## src/rtl/imgproc_pkg.sv

```systemverilog
// imgproc_pkg: shared mode codes, FSM state encoding and arithmetic helpers
// for the 3x3-window image processor.
package imgproc_pkg;

  // Runtime processing modes
  localparam logic [1:0] MODE_COPY   = 2'd0;
  localparam logic [1:0] MODE_INVERT = 2'd1;
  localparam logic [1:0] MODE_MEAN   = 2'd2;
  localparam logic [1:0] MODE_MAX    = 2'd3;

  // Top-level sequencing states
  typedef enum logic [1:0] {
    IDLE  = 2'd0,
    READ  = 2'd1,
    FLUSH = 2'd2,
    DONE  = 2'd3
  } state_e;

  // Floor divide of the nine-pixel sum; callers pass a zero-extended DW+4-bit sum
  function automatic logic [31:0] div9(input logic [31:0] sum);
    return sum / 32'd9;
  endfunction

  // Largest of three values; callers zero-extend DW-bit pixels
  function automatic logic [31:0] max3(input logic [31:0] a,
                                       input logic [31:0] b,
                                       input logic [31:0] c);
    logic [31:0] m;
    m = (a > b) ? a : b;
    return (m > c) ? m : c;
  endfunction

endpackage

```

## src/rtl/imgproc_linebuf.sv

```systemverilog
// imgproc_linebuf: one image row worth of delay. Every enabled cycle shifts
// one pixel in; dout_o is the pixel that entered DEPTH shifts earlier.
module imgproc_linebuf #(
  parameter int DEPTH = 128,
  parameter int DW    = 8
) (
  input  logic          clk,
  input  logic          rst,
  input  logic          shift_en_i,
  input  logic [DW-1:0] din_i,
  output logic [DW-1:0] dout_o
);

  logic [DW-1:0] line_q [DEPTH];

  // Row delay line, advanced only when a pixel is consumed
  always_ff @(posedge clk or negedge rst) begin
    if (!rst) begin
      // NOTE: this storage is a shift chain, not a RAM macro, so it can take
      // the async clear; the window logic relies on a clean start after reset.
      for (int i = 0; i < DEPTH; i++) line_q[i] <= '0;
    end else if (shift_en_i) begin
      line_q[0] <= din_i;
      for (int i = 1; i < DEPTH; i++) line_q[i] <= line_q[i-1];
    end
  end

  assign dout_o = line_q[DEPTH-1];

endmodule

```

## src/rtl/imgproc_win3.sv

```systemverilog
// imgproc_win3: streams a raster image from the original-image memory through
// two line buffers into a 3x3 window and writes one processed pixel per centre
// to the result memory (COPY / INVERT / MEAN3x3 / MAX3x3), then raises finish.
// Optional build macro IMGPROC_THRESH_EN adds a thresh input that binarises
// every result after the mode function.
module imgproc_win3
  import imgproc_pkg::*;
#(
  parameter int IMG_W = 128,
  parameter int IMG_H = 128,
  parameter int DW    = 8,
  parameter int AW    = $clog2(IMG_W*IMG_H)
) (
  input  logic          clk,
  input  logic          rst,
  input  logic [1:0]    mode,
`ifdef IMGPROC_THRESH_EN
  input  logic [DW-1:0] thresh,
`endif
  input  logic [DW-1:0] orig_data,
  input  logic          orig_ready,
  output logic          request,
  output logic [AW-1:0] orig_addr,
  output logic          imgproc_ready,
  output logic [AW-1:0] imgproc_addr,
  output logic [DW-1:0] imgproc_data,
  output logic          finish
);

  localparam int NPIX = IMG_W * IMG_H;
  localparam int XW   = $clog2(IMG_W);
  localparam int YW   = $clog2(IMG_H);
  localparam int SW   = DW + 4;

  state_e        state_q, state_d;
  logic [1:0]    mode_q, mode_d;
  logic [AW-1:0] rd_addr_q, rd_addr_d;
  logic [AW-1:0] cen_q, cen_d;          // next centre index to be written
  logic [XW-1:0] cx_q, cx_d;
  logic [YW-1:0] cy_q, cy_d;
  logic          wr_q, wr_d;
  logic [AW-1:0] wr_addr_q, wr_addr_d;
  logic [DW-1:0] wr_data_q, wr_data_d;
  logic          finish_q, finish_d;

  // Window columns: a = oldest, b = middle (holds the centre), row 0 = top
  logic [DW-1:0] win_a_q [3];
  logic [DW-1:0] win_b_q [3];
  logic [DW-1:0] col_new [3];

  logic          accept, shift_en, emit, border;
  logic [DW-1:0] in_px, lb0_out, lb1_out, centre, res, out_px;
  logic [DW-1:0] row_max [3];
  logic [SW-1:0] sum;

  assign accept   = (state_q == READ) && orig_ready;
  assign shift_en = accept || (state_q == FLUSH);
  // Centre n resolves on accepting pixel n+IMG_W+1; flush resolves the tail
  assign emit     = (accept && (rd_addr_q >= AW'(IMG_W + 1))) || (state_q == FLUSH);
  assign in_px    = (state_q == READ) ? orig_data : '0;

  imgproc_linebuf #(.DEPTH(IMG_W), .DW(DW)) u_lb0 (
    .clk(clk), .rst(rst), .shift_en_i(shift_en), .din_i(in_px),   .dout_o(lb0_out)
  );
  imgproc_linebuf #(.DEPTH(IMG_W), .DW(DW)) u_lb1 (
    .clk(clk), .rst(rst), .shift_en_i(shift_en), .din_i(lb0_out), .dout_o(lb1_out)
  );

  // Sequencing and address/centre bookkeeping
  always_comb begin
    // NOTE: every signal gets a default before the case so no path leaves
    // one unassigned, which would otherwise infer a latch.
    state_d   = state_q;
    mode_d    = mode_q;
    rd_addr_d = rd_addr_q;
    finish_d  = finish_q;
    cen_d     = cen_q;
    cx_d      = cx_q;
    cy_d      = cy_q;
    wr_d      = emit;
    wr_addr_d = wr_addr_q;
    wr_data_d = wr_data_q;

    case (state_q)
      IDLE: begin
        state_d   = READ;
        mode_d    = mode;
        rd_addr_d = '0;
      end
      READ: begin
        if (accept) begin
          if (rd_addr_q == AW'(NPIX - 1)) state_d = FLUSH;
          else                             rd_addr_d = rd_addr_q + 1'b1;
        end
      end
      FLUSH: begin
        if (cen_q == AW'(NPIX - 1)) state_d = DONE;
      end
      DONE: begin
        finish_d = 1'b1;
      end
      default: state_d = IDLE;
    endcase

    if (emit) begin
      wr_addr_d = cen_q;
      wr_data_d = out_px;
      cen_d     = cen_q + 1'b1;
      if (cx_q == XW'(IMG_W - 1)) begin
        cx_d = '0;
        cy_d = cy_q + 1'b1;
      end else begin
        cx_d = cx_q + 1'b1;
      end
    end
  end

  // Window pixel function on the post-shift window (columns a, b, new)
  always_comb begin
    col_new[0] = lb1_out;
    col_new[1] = lb0_out;
    col_new[2] = in_px;
    centre     = win_b_q[1];
    border     = (cx_q == '0) || (cx_q == XW'(IMG_W - 1)) ||
                 (cy_q == '0) || (cy_q == YW'(IMG_H - 1));
    sum        = '0;
    for (int r = 0; r < 3; r++) begin
      sum = sum + SW'(win_a_q[r]) + SW'(win_b_q[r]) + SW'(col_new[r]);
      row_max[r] = DW'(max3(32'(win_a_q[r]), 32'(win_b_q[r]), 32'(col_new[r])));
    end
    case (mode_q)
      MODE_COPY:   res = centre;
      MODE_INVERT: res = ~centre;
      MODE_MEAN:   res = border ? centre : DW'(div9(32'(sum)));
      MODE_MAX:    res = border ? centre
                                : DW'(max3(32'(row_max[0]), 32'(row_max[1]), 32'(row_max[2])));
      default:     res = centre;
    endcase
`ifdef IMGPROC_THRESH_EN
    out_px = (res >= thresh) ? '1 : '0;
`else
    out_px = res;
`endif
  end

  // Control and output registers
  always_ff @(posedge clk or negedge rst) begin
    if (!rst) begin
      state_q   <= IDLE;
      mode_q    <= MODE_COPY;
      rd_addr_q <= '0;
      cen_q     <= '0;
      cx_q      <= '0;
      cy_q      <= '0;
      wr_q      <= 1'b0;
      wr_addr_q <= '0;
      wr_data_q <= '0;
      finish_q  <= 1'b0;
    end else begin
      // NOTE: non-blocking assignments so every register samples pre-edge
      // values regardless of statement order.
      state_q   <= state_d;
      mode_q    <= mode_d;
      rd_addr_q <= rd_addr_d;
      cen_q     <= cen_d;
      cx_q      <= cx_d;
      cy_q      <= cy_d;
      wr_q      <= wr_d;
      wr_addr_q <= wr_addr_d;
      wr_data_q <= wr_data_d;
      finish_q  <= finish_d;
    end
  end

  // Window column shift alongside the line buffers
  always_ff @(posedge clk or negedge rst) begin
    if (!rst) begin
      for (int r = 0; r < 3; r++) begin
        win_a_q[r] <= '0;
        win_b_q[r] <= '0;
      end
    end else if (shift_en) begin
      for (int r = 0; r < 3; r++) begin
        win_a_q[r] <= win_b_q[r];
        win_b_q[r] <= col_new[r];
      end
    end
  end

  assign request       = (state_q == READ);
  assign orig_addr     = rd_addr_q;
  assign imgproc_ready = wr_q;
  assign imgproc_addr  = wr_addr_q;
  assign imgproc_data  = wr_data_q;
  assign finish        = finish_q;

endmodule

```

## config.mk

```make
export PLATFORM = sky130hd
export DESIGN_NAME = imgproc_win3
export DESIGN_NICKNAME = d
export VERILOG_FILES = /design/src/rtl/imgproc_pkg.sv /design/src/rtl/imgproc_linebuf.sv /design/src/rtl/imgproc_win3.sv
export SDC_FILE = /design/constraint.sdc
export NUM_CORES = 2
export LEC_CHECK = 0
export CAP_MARGIN = 20
export CORE_UTILIZATION = 40
export CTS_BUF_LIST = sky130_fd_sc_hd__clkbuf_2
export CTS_CLUSTER_SIZE = 25
export DETAILED_ROUTE_END_ITERATION = 7
export RECOVER_POWER = 100
export SYNTH_ARGS = -nofsm -noshare
export SYNTH_HDL_FRONTEND = slang
export SYNTH_SLANG_ARGS = --single-unit
```

## constraint.sdc

```tcl
create_clock -name clk -period 9.6 [get_ports clk]
set_input_delay 1.44 -clock clk [delete_from_list [all_inputs] [get_ports clk]]
set_output_delay 1.44 -clock clk [all_outputs]
set_load 0.02 [all_outputs]
```

==> results.yml <==
logic_synthesis:
  syn_nets: 9971
  synth.top_cell.area_share_pct: 62.2
  syn_area_um2: 85900
  netlist_top_cells_area: "dfrtp_1, nand2_1, clkbuf_1"
  syn_area_per_cell_um2: 8.75
  yosysTopAreaCell: "dfrtp_1"
  synthDistinctLibCells: 95
  yosysSeqAreaShare_pct: 62.2
  yosys_most_used_dff: "dfrtp_1"
  synthCells: 9811
  yosys_warnings: 0
  synth_common_cells: "nand2_1, dfrtp_1, clkbuf_1"
  synth_most_common_cell: "nand2_1"
  synth_edf_count: 0
  ys_ff_latch: 2134
  async_flop_share_pct: 100
place:
  dp_hpwl_um: 102000
  dpl.cell_count: 12500
  place.gp.congestion: 0.815
  io_buffers: 51
  place_area_um2: 90800
cts:
  clock_latency_ps: 1760
  cts_root_buf: "clkbuf_2"
  htreeDepth: 6
  cts_buffers: 577
  cts_tree: "yes"
  cts_sinks: 2134
  cts.reportedPaths.clkPinSlew_ps: 90
  clock_path_buffers: 4
job:
  maxCapViolCount: 5
route:
  drc_errors: 0
  routedWlPerCell_um: 13.1
  viasPerCell: 4.67
  routed_wl_um: 176000
  dr.pass1.iters: 5
  vias: 62900
  drtIter0Drc: 4787
  ant_nets: 0
power_and_ir_drop:
  clkPwrFrac_pct: 27.2
  p_sw_mw: 7.61
  ir_worst_vdd_mv: 0.370
  pwr-share-seq_pct: 41.2
  total_leakage_power_nw: 55.5
  totalPowerFinal_mw: 22.6
  p_comb_share_pct: 31.6
  powerDensity_nw_per_um2: 236
  p_int_mw: 15.0
  p_sw_share_pct: 33.6
global_routing:
  grt_pass1_vias: 63200
  overflow: 0
  antenna_found_initial: 8
  grt_max_degree: 245
  grt_pass1_wl_um: 306000
  grt_usage_pct: 16.5
timing:
  slew_violations: 265
  rsz0062_at_grt: "yes"
  relSlewSlack_pct: -419
  finClkSkew_ps: 190
  hold_viol_final: 0
  tns_ps: -100
  setup_viol: 1
  tightest_slew_ps: 7790
  period_needed_ps: 9700
  fmax_mhz: 103
  finalCritPeriodShare_pct: 101
  timing.final.ws_setup_ps: -100
hold_path:
  hp-class: "flip-flop to flip-flop"
setup_path:
  crit_path_max_incr_delay_ps: 560
  cpMaxStageDelayCell: "fa_1"
  crit_type: "flip-flop to flip-flop"
  critical_path_arrival_ps: 11210
  endpoint_kind: "flip-flop"
  rrSetupSlack_ps: -100
  crit_fanout: 6
  cp-start-kind: "flip-flop"
  required_ps: 11110
  cpMostUsedCell: "fa_1"
finish:
  fin_cells: 13500
  final_nets: 10400
  layout-drive-gt1-share_pct: 12.2
  fin_area_um2: 96100
  finalCoreUtilization_pct: 45.2
  area_growth_pct: 11.9
die:
  die_w_um: 465
  row_count: 169
  dieHeight_um: 465
  dieArea_um2: 217000
  core-area_um2: 213000
  start_util_pct: 40.4
  io_pins: 52
outcome:
  violations: "capacitance limit, slew limit, setup timing"
  status: "finished, violations left"
[sequential cells by signal, indices dropped and copies added (netlist names), 8 cells and up]
register and flops:
cen_q 14, orig_addr 14, u_lb1.dout_o 8, u_lb0.line_q 1016, u_lb0.dout_o 8, u_lb1.line_q 1016
win_a_q 8, imgproc_data 8, win_b_q 8, imgproc_addr 14
[power by group through the flow]
| stage | registers [mW] | clock network [mW] | logic [mW] |
|---|---|---|---|
| finish | 9.33 | 6.16 | 7.15 |
| detailed placement | 9.50 | 0 | 6.61 |
| global route | 9.36 | 6.99 | 7.88 |
| floorplan | 9.48 | 0 | 3.52 |
| CTS | 9.33 | 6.52 | 6.94 |
| global placement | 9.50 | 0 | 6.76 |
[cell families (layout without fill, tap and decap cells)]
logic type	after synthesis	in the layout	share of synthesized area [%]
flip-flops	2134	2134	62.2
AND/OR/NAND/NOR	6472	6472	28.7
adder cells (fa/ha/maj)	149	149	2.64
AO/OA/AOI/OAI	364	364	2.74
other	0	10	0
XOR/XNOR	55	55	0.583
buffers and inverters	598	1410	2.63
multiplexers	39	39	0.491
[placed cells by master, fill, tap and decap left out, types with 19 or more instances in the layout]
cell	count
ha_1	84
o211ai_1	19
clkinv_1	75
buf_4	287
nand3_1	36
buf_12	22
o21ai_0	132
and3_1	19
clkbuf_2	823
inv_1	99
xor2_1	25
dfrtp_1	2134
mux2_2	25
clkdlybuf4s50_1	50
nor2_1	90
nand2_1	6205
xnor2_1	27
a21oi_1	70
fa_1	50
inv_2	22
[worst max-delay path, delay by kind of cell (launching register included)]
family                     cells  cell delay [ps]
AOI/OAI and AO/OA             17             3520
xor gates and xnor gates       1              120
adders and majority gates     10             3610
buffers and inverters          4              510
DFF                            1              420
and+or+nand+nor                7             1370
[final timing paths]
check,startpoint,end,cells past startpoint
worst max register to register,state_q[0]$_DFFE_PN0P_,imgproc_data[0]$_DFFE_PN0P_,39
min in group asynchronous,rst,u_lb1.line_q[468]$_DFFE_PN0P_,2
worst max-delay path,state_q[0]$_DFFE_PN0P_,imgproc_data[0]$_DFFE_PN0P_,39
worst min register to register,u_lb1.line_q[14]$_DFFE_PN0P_,u_lb1.dout_o[6]$_DFFE_PN0P_,2
worst min-delay path,u_lb1.line_q[14]$_DFFE_PN0P_,u_lb1.dout_o[6]$_DFFE_PN0P_,2
max in group asynchronous,rst,u_lb0.line_q[518]$_DFFE_PN0P_,4
[stage by stage]
stage	worst slack [ps]	hold slack (ps)
after detailed placement	-1960	453
after CTS	-194	18.1
final	-100	352
after global placement	-2160	448
after global routing	-462	198
after floorplan	-693	439
[final cells by class]
| cell class | count | area, um2 |
|---|---|---|
| Fill cell | 21300 | 117000 |
| Sequential cell | 2134 | 53400 |
| Multi-Input combinational cell | 7079 | 30700 |
| Clock buffer | 818 | 4090 |
| Tap cell | 2821 | 3530 |
| Timing Repair Buffer | 375 | 3250 |
| Clock inverter | 110 | 703 |
| Inverter | 107 | 407 |
| Antenna cell | 10 | 25.0 |
[per-layer routing]
layer,part of all wire [%],GRT usage (%),routed length [um],vias up
met5,0.027,0,47,-
met4,2.3,5.94,4100,6
met3,3.8,3.48,6660,349
met2,46,26.1,80900,807
met1,48,22.6,84000,30400
li1,-,-,-,31200
[repair_timing]
| item | in CTS | in global routing |
|---|---|---|
| gates resized for setup | 49 | 23 |
| buffers inserted | 15 | 6 |
| hold buffers | 1 | 0 |
| pin swaps | 44 | 16 |
| setup endpoints to repair | 3 | 3 |
| endpoints found under the hold margin | 123 | 0 |
No activity file was read; power rests on OpenSTA's default activity.
